$ cat config.mk
export PLATFORM = sky130hd
export DESIGN_NAME = pin_io_sync
export DESIGN_NICKNAME = d
export VERILOG_FILES = /design/src/rtl/pin_io_sync.sv
export SDC_FILE = /design/constraint.sdc
export NUM_CORES = 1
export LEC_CHECK = 0
export ABC_AREA = 1
export CORE_ASPECT_RATIO = 0.75
export CORE_MARGIN = 2
export CORE_UTILIZATION = 40
export CTS_CLUSTER_SIZE = 24
export DETAILED_ROUTE_END_ITERATION = 6
export DONT_BUFFER_PORTS = 1
export GPL_ROUTABILITY_DRIVEN = 0
export PLACE_DENSITY = 0.65
export SYNTH_ARGS = -nofsm -noshare
export SYNTH_HDL_FRONTEND = slang
export SYNTH_SLANG_ARGS = --single-unit
$ cat constraint.sdc
create_clock -name clock_80 -period 2 [get_ports clock_80]
set_clock_uncertainty 0.2 [all_clocks]
set_input_delay 0.5 -clock clock_80 [delete_from_list [all_inputs] [get_ports clock_80]]
set_output_delay 0.5 -clock clock_80 [all_outputs]
set_load 0.01 [all_outputs]
$ cat src/rtl/pin_io_sync.sv
// Pad-input conditioning: synchronises raw pad levels into clock_80, applies a per-pin
// glitch filter, flags filtered edges and muxes driven pins back onto the core input bus.
module pin_io_sync #(
    parameter int                  NUM_PINS    = 32,
    parameter int                  SYNC_STAGES = 2,
    parameter int                  FILTER_LEN  = 4,
    parameter logic [NUM_PINS-1:0] INIT        = '0
) (
    input  logic                clock_80,
    input  logic                inp_resn,
    input  logic [NUM_PINS-1:0] pad_in,
    input  logic [NUM_PINS-1:0] pin_out,
    input  logic [NUM_PINS-1:0] pin_dir,
    input  logic [NUM_PINS-1:0] filter_en,
    output logic [NUM_PINS-1:0] pin_in,
    output logic [NUM_PINS-1:0] edge_rise,
    output logic [NUM_PINS-1:0] edge_fall
);

    localparam int             CW       = $clog2(FILTER_LEN + 1);
    localparam logic [CW-1:0]  CNT_LAST = CW'(FILTER_LEN - 1);

    generate
        if (SYNC_STAGES < 2 || SYNC_STAGES > 4) begin : g_bad_sync
            $error("pin_io_sync: SYNC_STAGES must be 2..4");
        end
        if (FILTER_LEN < 1 || FILTER_LEN > 15) begin : g_bad_filt
            $error("pin_io_sync: FILTER_LEN must be 1..15");
        end
        if (NUM_PINS < 1 || NUM_PINS > 64) begin : g_bad_pins
            $error("pin_io_sync: NUM_PINS must be 1..64");
        end
    endgenerate

    logic [NUM_PINS-1:0] sync_r [SYNC_STAGES];
    logic [NUM_PINS-1:0] sync_q;
    logic [NUM_PINS-1:0] filt_r;
    logic [NUM_PINS-1:0] filt_nxt;
    logic [NUM_PINS-1:0] filt_prev_r;
    logic [CW-1:0]       cnt_r   [NUM_PINS];
    logic [CW-1:0]       cnt_nxt [NUM_PINS];

    always_ff @(posedge clock_80 or negedge inp_resn) begin
        if (!inp_resn) begin
            for (int s = 0; s < SYNC_STAGES; s++) begin
                sync_r[s] <= INIT;
            end
        end else begin
            sync_r[0] <= pad_in;
            for (int s = 1; s < SYNC_STAGES; s++) begin
                sync_r[s] <= sync_r[s-1];
            end
        end
    end

    assign sync_q = sync_r[SYNC_STAGES-1];

    // A new level is accepted only after it has differed from filt for FILTER_LEN
    // consecutive cycles; any return to the old level or a bypass cycle restarts the count.
    always_comb begin
        filt_nxt = filt_r;
        for (int i = 0; i < NUM_PINS; i++) begin
            cnt_nxt[i] = '0;
            if (!filter_en[i]) begin
                filt_nxt[i] = sync_q[i];
            end else if (sync_q[i] != filt_r[i]) begin
                if (cnt_r[i] == CNT_LAST) begin
                    filt_nxt[i] = sync_q[i];
                end else begin
                    cnt_nxt[i] = cnt_r[i] + CW'(1);
                end
            end
        end
    end

    always_ff @(posedge clock_80 or negedge inp_resn) begin
        if (!inp_resn) begin
            filt_r      <= INIT;
            filt_prev_r <= INIT;
            for (int i = 0; i < NUM_PINS; i++) begin
                cnt_r[i] <= '0;
            end
        end else begin
            filt_r      <= filt_nxt;
            filt_prev_r <= filt_r;
            for (int i = 0; i < NUM_PINS; i++) begin
                cnt_r[i] <= cnt_nxt[i];
            end
        end
    end

    assign edge_rise = filt_r & ~filt_prev_r;
    assign edge_fall = ~filt_r & filt_prev_r;

    // Driven pins loop back combinationally; the filter keeps tracking the pad underneath.
    assign pin_in = (pin_dir & pin_out) | (~pin_dir & filt_r);

endmodule

* After elaboration in Yosys (flattened, before gate mapping)
Index checks and enable logic that the tools add are counted.
** Word-level totals
- Register bits after elaboration :: 224
- Bits in latches :: 0
- Bits in writable memories :: 0
- Memory bits (read-only) :: 0
- Input bits :: 130
- Logic and storage cells :: 459
- Memories :: 0
** Cells by class
- Add/sub/neg operators :: 32
- $mul :: 0
- Div/mod/pow operators :: 0
- $lt $le $gt $ge :: 0
- Equal/unequal tests :: 128
- Shifts and indexed selects :: 0
- Mux-type cells :: 192
- Bitwise gates (word level) :: 8
- Reduce and logical (&&, ||, !) cells :: 32
** Operators by type and width (count)
- $mux W3 :: 96
- $and A32 B32 Y32 :: 4
- $ne A2 B1 Y1 const B :: 64
- $add A3 B1 Y3 const B :: 32
- $eq A3 B2 Y1 const B :: 32
- $mux W1 :: 96
- $not A32 Y32 :: 3
- $reduce_and A2 Y1 :: 32
- $ne A1 B1 Y1 :: 32
- $or A32 B32 Y32 :: 1

* Logic depth before layout (Yosys ltp)
Gate-level depths: netlist (run 1).
- Depth after elaboration :: 4
- Gate-level depth with buffers :: 6
- Gate-level depth less buffers :: 6

* Worst setup path before layout (run 1)
No wires, ideal clock.
- Path kind :: input -> output
- Start point :: input pin_dir[0]
- End point :: output pin_in[0]
- Arrival time :: 0.782 ns
- Setup slack :: 0.518 ns
- Stages on the path :: 1
- Path through :: o21ai_0
** Between the ends
- Cells in the longest elaborated chain, start to end :: 3
- Elaborated cells on any way between the ends :: 4
- Classes of those cells :: bitwise (4)
** RTL lines
- start, declared :: line 13 : input logic [NUM_PINS-1:0] pin_dir,
- $not A32 Y32 :: line 96 : assign pin_in = (pin_dir & pin_out) | (~pin_dir & filt_r);
- $and A32 B32 Y32 :: line 96
- $or A32 B32 Y32 * :: line 96
- end, declared :: line 15 : output logic [NUM_PINS-1:0] pin_in,
Every way passes the cells marked *; elsewhere a longest branch is shown, timed or not.

* Worst setup path in the final report (run 1)
- Start point :: register filt_r[26]
- End point :: output pin_in[26]
** Between the ends
- Cells in the longest elaborated chain, start to end :: 2
** RTL lines
- start, declared :: line 37 : logic [NUM_PINS-1:0] filt_r;
- start signal, assigned :: line 84 : filt_r <= filt_nxt;
- $and A32 B32 Y32 :: line 96
- $or A32 B32 Y32 :: line 96
Every way passes these cells.

==> flow_metrics.tcl, run 1 <==
set metrics [dict create \
    netlist_area_um2 9020 \
    ys_seq_elements 224 \
    grt_max_degree 225 \
    hold_viol 224 \
    power.leakage_nw 5.75 \
    die_h_um 134 \
    place_hpwl_mm 10.7 \
    clock-sinks 224 \
    crit_chain "inv_2 > o21ai_1" \
    slowest_stage "dfrtp_1" \
    area_growth_pct 20.3 \
    post_cts_buffers 0 \
    vias 6290 \
    netlist.area_leader.share_pct 62.1 \
    viasPerCell 4.42 \
    p_total_mw 10.2 \
    avgRoutedWirePerCell_um 11.0 \
    fin_hold_ws_ns -0.511 \
    ios 226 \
    ir_worst_vdd_v 0.000721 \
    seq_area_um2 5610 \
    tightest_slew_ns 0.453 \
    final_core_util_pct 49.1 \
    ys_types 10 \
    die-area_um2 23800 \
    final_nets 1276 \
    ys_top_cells_by_count "nand2_1 (300), dfrtp_1 (224), nor2_1 (188)" \
    setup_viol_count_final 0 \
    power_density_nw_per_um2 938 \
    io_buffer_count 0 \
    syn_avg_cell_area_um2 8.81 \
    die_w_um 177 \
    cp_max_fo 4 \
    syn_nets 1186 \
    critical_path_class "reg -> out" \
    slowest_delay_ns 0.41 \
    synth.area.top_cells "dfrtp_1 (62%), nand2_1 (12%), nor2_1 (7.8%), inv_1 (6.2%), ha_1 (4.4%)" \
    n_antenna_cell 0 \
    rsz0062_at_grt "false" \
    period_needed_ns 1.92 \
    r2r_start "cnt_r[24]" \
    fin_crit_sh_pct 96.1 \
    clk_latency_ns 0.50 \
    grt_pass1_wl_mm 26.3 \
    grt_pass1_vias 5976 \
    core_area_um2 22100 \
    slew_headroom_pct 69.8 \
    ys.flop_type "dfrtp_1" \
    drt_iter0_drc 275 \
    slew_violations 0 \
    max_cap_viol_count 0 \
    numCtsBuffers 24 \
    path_buf_inv 1 \
    r2r-end "filt_r[23]" \
    clk_pin_slew_worst_paths_ns 0.06 \
    nFillCells 2051 \
    num_rows 47 \
    r2r_slack_ns 0.75 \
    critPathTopFamily "flip-flops" \
    drive_gt1_share_pct 6.55 \
    dp_cells 1318 \
    critPathLaunchType "flop" \
    initial_core_util_pct 40.8 \
    yosys_warnings 0 \
    critPathArrivalTime_ns 1.22 \
    multi_input_area_um2 2790 \
    fmaxAchievable_mhz 520 \
    yosys.cell_count.top_type "nand2_1" \
    grt_overflow_total 0 \
    drc 0 \
    drtAntennaViolNets 0 \
    syn_inst 1024 \
    h-tree-depth 1 \
    hold_path.class "in -> async" \
    wl_mm 15.6 \
    status "finished, violations left" \
    failed_checks "negative hold slack" \
    drtPass1Iterations 4 \
    cp-end-kind "output pin" \
    synth_edf_count 0 \
    cts.hold.buffers_added 64 \
    antenna_found_initial 0 \
    tritoncts "yes" \
    reg2reg_depth 5 \
    seq_area_frac_synth_pct 62.1 \
    grtUsageTotal_pct 13.1 \
    synth-async-reset-ratio_pct 100 \
    tns_ns 0 \
    fin_cells 1424 \
    synth.largest_area_cell "dfrtp_1" \
    cts-root-buf "clkbuf_16" \
    clock_path_buffers 3 \
    cp.required_ns 1.30 \
]
[cell usage in the layout (no fill, tap or decap)]
cell type / synthesis / routed
clkbuf_16: 0 / 25
clkinvlp_4: 0 / 2
nand3_1: 12 / 12
o21ai_0: 60 / 28
nand2_1: 300 / 300
inv_8: 0 / 1
ha_1: 32 / 32
clkbuf_1: 0 / 6
or2_1: 4 / 4
a21oi_1: 28 / 28
dlygate4sd3_1: 0 / 64
nor2_2: 0 / 2
dfrtp_1: 224 / 224
inv_1: 148 / 148
bufinv_16: 0 / 2
o21ai_2: 0 / 8
clkbuf_8: 0 / 3
inv_2: 28 / 28
clkinv_2: 0 / 3
o21ai_1: 0 / 24
nor2_1: 188 / 186
[what timing repair did]
action,4_1_cts,5_1_grt
endpoints found under the setup margin,28,14
resized for setup,28,14
endpoints found under the hold margin,351,224
[power breakdown]
| part | internal [mW] | switching, mW |
|---|---|---|
| clock | 2.66 | 1.73 |
| combinational | 0.307 | 0.502 |
| sequential | 4.80 | 0.184 |
| total | 7.77 | 2.41 |
[logic make-up (layout without fill, tap and decap cells)]
group / count (synthesis) / in the layout / synth area share (%)
adders and majority gates: 32 / 32 / 4.44
DFF: 224 / 224 / 62.1
and+or+nand+nor: 504 / 504 / 21.2
buffers and inverters: 176 / 282 / 7.32
AOI/OAI and AO/OA: 88 / 88 / 4.88
[flip-flops by register name, indices dropped and copies added (netlist names)]
name	flops
sync_q	32
cnt_r	96
filt_r	32
filt_prev_r	32
sync_r	32
[worst max path at each step]
stage	cells past startpoint	to	slack (ns)	startpoint
after floorplan	1	pin_in[0]	0.52	pin_dir[0]
after global placement	1	pin_in[15]	0.49	pin_dir[15]
after detailed placement	1	pin_in[18]	0.47	pin_dir[18]
after CTS	2	pin_in[15]	0.002	filt_r[15]
after global routing	2	pin_in[1]	0.0003	filt_r[1]
final	2	pin_in[26]	0.08	filt_r[26]
[routing by layer]
| layer | track usage (%) | vias to the layer above | share of wire [%] |
|---|---|---|---|
| met5 | 0 | - | 0 |
| met4 | 3.87 | 0 | 2.5 |
| met3 | 2.95 | 25 | 5.9 |
| met2 | 22.0 | 181 | 45 |
| met1 | 17.2 | 2825 | 46 |
| li1 | - | 3259 | - |
[area by class of cell]
cell class                      instances  share of cell area [%]
Multi-Input combinational cell        624                    25.7
Clock buffer                           34                    6.35
Clock inverter                          8                   0.933
Sequential cell                       224                    51.6
Tap cell                              294                    3.39
Inverter                              176                    6.08
Timing Repair Buffer                   64                    5.90
[metrics by stage]
stage,worst slack (ns),cell area [µm²]
2_1_floorplan,0.518,9020
3_3_place_gp,0.487,9390
3_5_place_dp,0.475,9390
4_1_cts,0.00207,10800
5_1_grt,0.000297,10900
6_report,0.0771,10900
Note: power is estimated with default switching activity, not from simulation.
==> inputs of run 2 (changes only) <==
- CTS_CLUSTER_SIZE: 24 -> default
==> results of run 2 <==
No change in the layout: final DEF, timing and power equal those of run 1.
==> inputs of run 3 (changes only) <==
- CORE_UTILIZATION: 40 -> 55
- CTS_CLUSTER_DIAMETER: default -> 120
- PLACE_DENSITY: 0.65 -> 0.81
==> flow_metrics.tcl, run 3 (synthesis results as in run 1) <==
set metrics [dict create \
    max_cap_viol_count 0 \
    clock_path_buffers 3 \
    wl_mm 16.1 \
    use_met1_pct 24.1 \
    fin_cells 1337 \
    hold_path.class "in -> async" \
    nFillCells 1192 \
    grt_pass1_vias 6119 \
    cp_max_fo 4 \
    tightest_slew_ns 0.630 \
    period_needed_ns 1.94 \
    largest_reg_flops 96 \
    drt_iter0_drc 308 \
    power.leakage_nw 5.74 \
    slew_headroom_pct 58.0 \
    die-area_um2 17500 \
    tns_ns 0 \
    r2r-end "filt_r[4]" \
    critPathArrivalTime_ns 1.24 \
    dp_cells 1234 \
    critical_path_class "reg -> out" \
    p_total_mw 10.1 \
    place_hpwl_mm 10.5 \
    numCtsBuffers 22 \
    fin_hold_ws_ns -0.495 \
    initial_core_util_pct 56.3 \
    rsz0062_at_grt "false" \
    ios 226 \
    n_antenna_cell 0 \
    power_density_nw_per_um2 944 \
    area_growth_pct 18.7 \
    ir_worst_vdd_v 0.000849 \
    drc 0 \
    grtUsageTotal_pct 18.6 \
    worst_slack_ns 0.0586 \
    grt_pass1_wl_mm 27.2 \
    drive_gt1_share_pct 5.86 \
    grt_overflow_total 0 \
    vias 6321 \
    die_w_um 152 \
    r2r_start "cnt_r[81]" \
    die_h_um 115 \
    clk_pin_slew_worst_paths_ns 0.06 \
    reg2reg_depth 5 \
    critPathLaunchType "flop" \
    antenna_found_initial 0 \
    io_buffer_count 0 \
    busiest_layer "met2" \
    h-tree-depth 1 \
    hold_viol 224 \
    slew_violations 0 \
    viasPerCell 4.73 \
    final_nets 1274 \
    tritoncts "yes" \
    top_register "cnt_r" \
    grt_max_degree 225 \
    fin_crit_sh_pct 97.1 \
    setup_viol_count_final 0 \
    core_area_um2 16000 \
    failed_checks "negative hold slack" \
    cp-end-kind "output pin" \
    drtPass1Iterations 4 \
    clock-sinks 224 \
    status "finished, violations left" \
    num_rows 40 \
    met3_usage_pct 4.18 \
    avgRoutedWirePerCell_um 12.1 \
    use_met2_pct 32.1 \
    drtAntennaViolNets 0 \
    clk_latency_ns 0.49 \
    final_cell_mix "nand2_1 (300), dfrtp_1 (224), nor2_1 (188)" \
    cp.required_ns 1.30 \
    layout_commonest_cell "nand2_1" \
    cts-root-buf "clkbuf_16" \
    dpl_worst_slack_ns 0.435 \
    r2r_slack_ns 0.73 \
    fmaxAchievable_mhz 515 \
    cts.hold.buffers_added 64 \
]
## run 3: worst max-delay path by stage
stage	from	to	slack [ns]	cells past startpoint
CTS	filt_r[12]	pin_in[12]	0.003	2
global route	filt_r[28]	pin_in[28]	0.0008	2
detailed placement	pin_dir[22]	pin_in[22]	0.44	1
global placement	pin_dir[22]	pin_in[22]	0.44	1
finish	filt_r[25]	pin_in[25]	0.06	2
floorplan	pin_dir[0]	pin_in[0]	0.52	1
## run 3: where the power goes
group,internal [mW],leakage [nW],switching (mW)
clock,2.65,0.380,1.66
sequential,4.80,2.84,0.188
combinational,0.305,2.52,0.512
total,7.75,5.74,2.36
## run 3: per-stage QoR
stage / cell area [µm²] / hold WS [ns] / utilization, %
2_1_floorplan: 9020 / 0.00441 / -
3_3_place_gp: 9290 / 0.00923 / 58.0
3_5_place_dp: 9290 / 0.00907 / 58.0
4_1_cts: 10700 / -0.516 / 66.8
5_1_grt: 10700 / -0.522 / 66.9
6_report: 10700 / -0.495 / 66.9
## run 3: routing by layer
layer	share of wire, %	wire (µm)
met5	0	0
met2	47	7610
met1	45	7220
met3	5.5	880
met4	2.6	424
## run 3: what timing repair did
| item | in CTS | in global routing |
|---|---|---|
| setup endpoints to repair | 13 | 20 |
| buffers inserted | 0 | 0 |
| pin swaps | 0 | 0 |
| resized for setup | 13 | 20 |
| hold endpoints to repair | 327 | 224 |
## run 3: area by class of cell
class                           instances  area (µm²)  area share [%]
Clock buffer                           33         693            6.47
Multi-Input combinational cell        624        2760            25.8
Tap cell                              210         263            2.45
Sequential cell                       224        5610            52.3
Clock inverter                          6        85.1           0.794
Timing Repair Buffer                   64         641            5.98
Inverter                              176         661            6.17
## run 3: critical path: stages, from the launching register on
cell	delay, ns
dfrtp_1	0.41
inv_2	0.07
o21ai_1	0.27
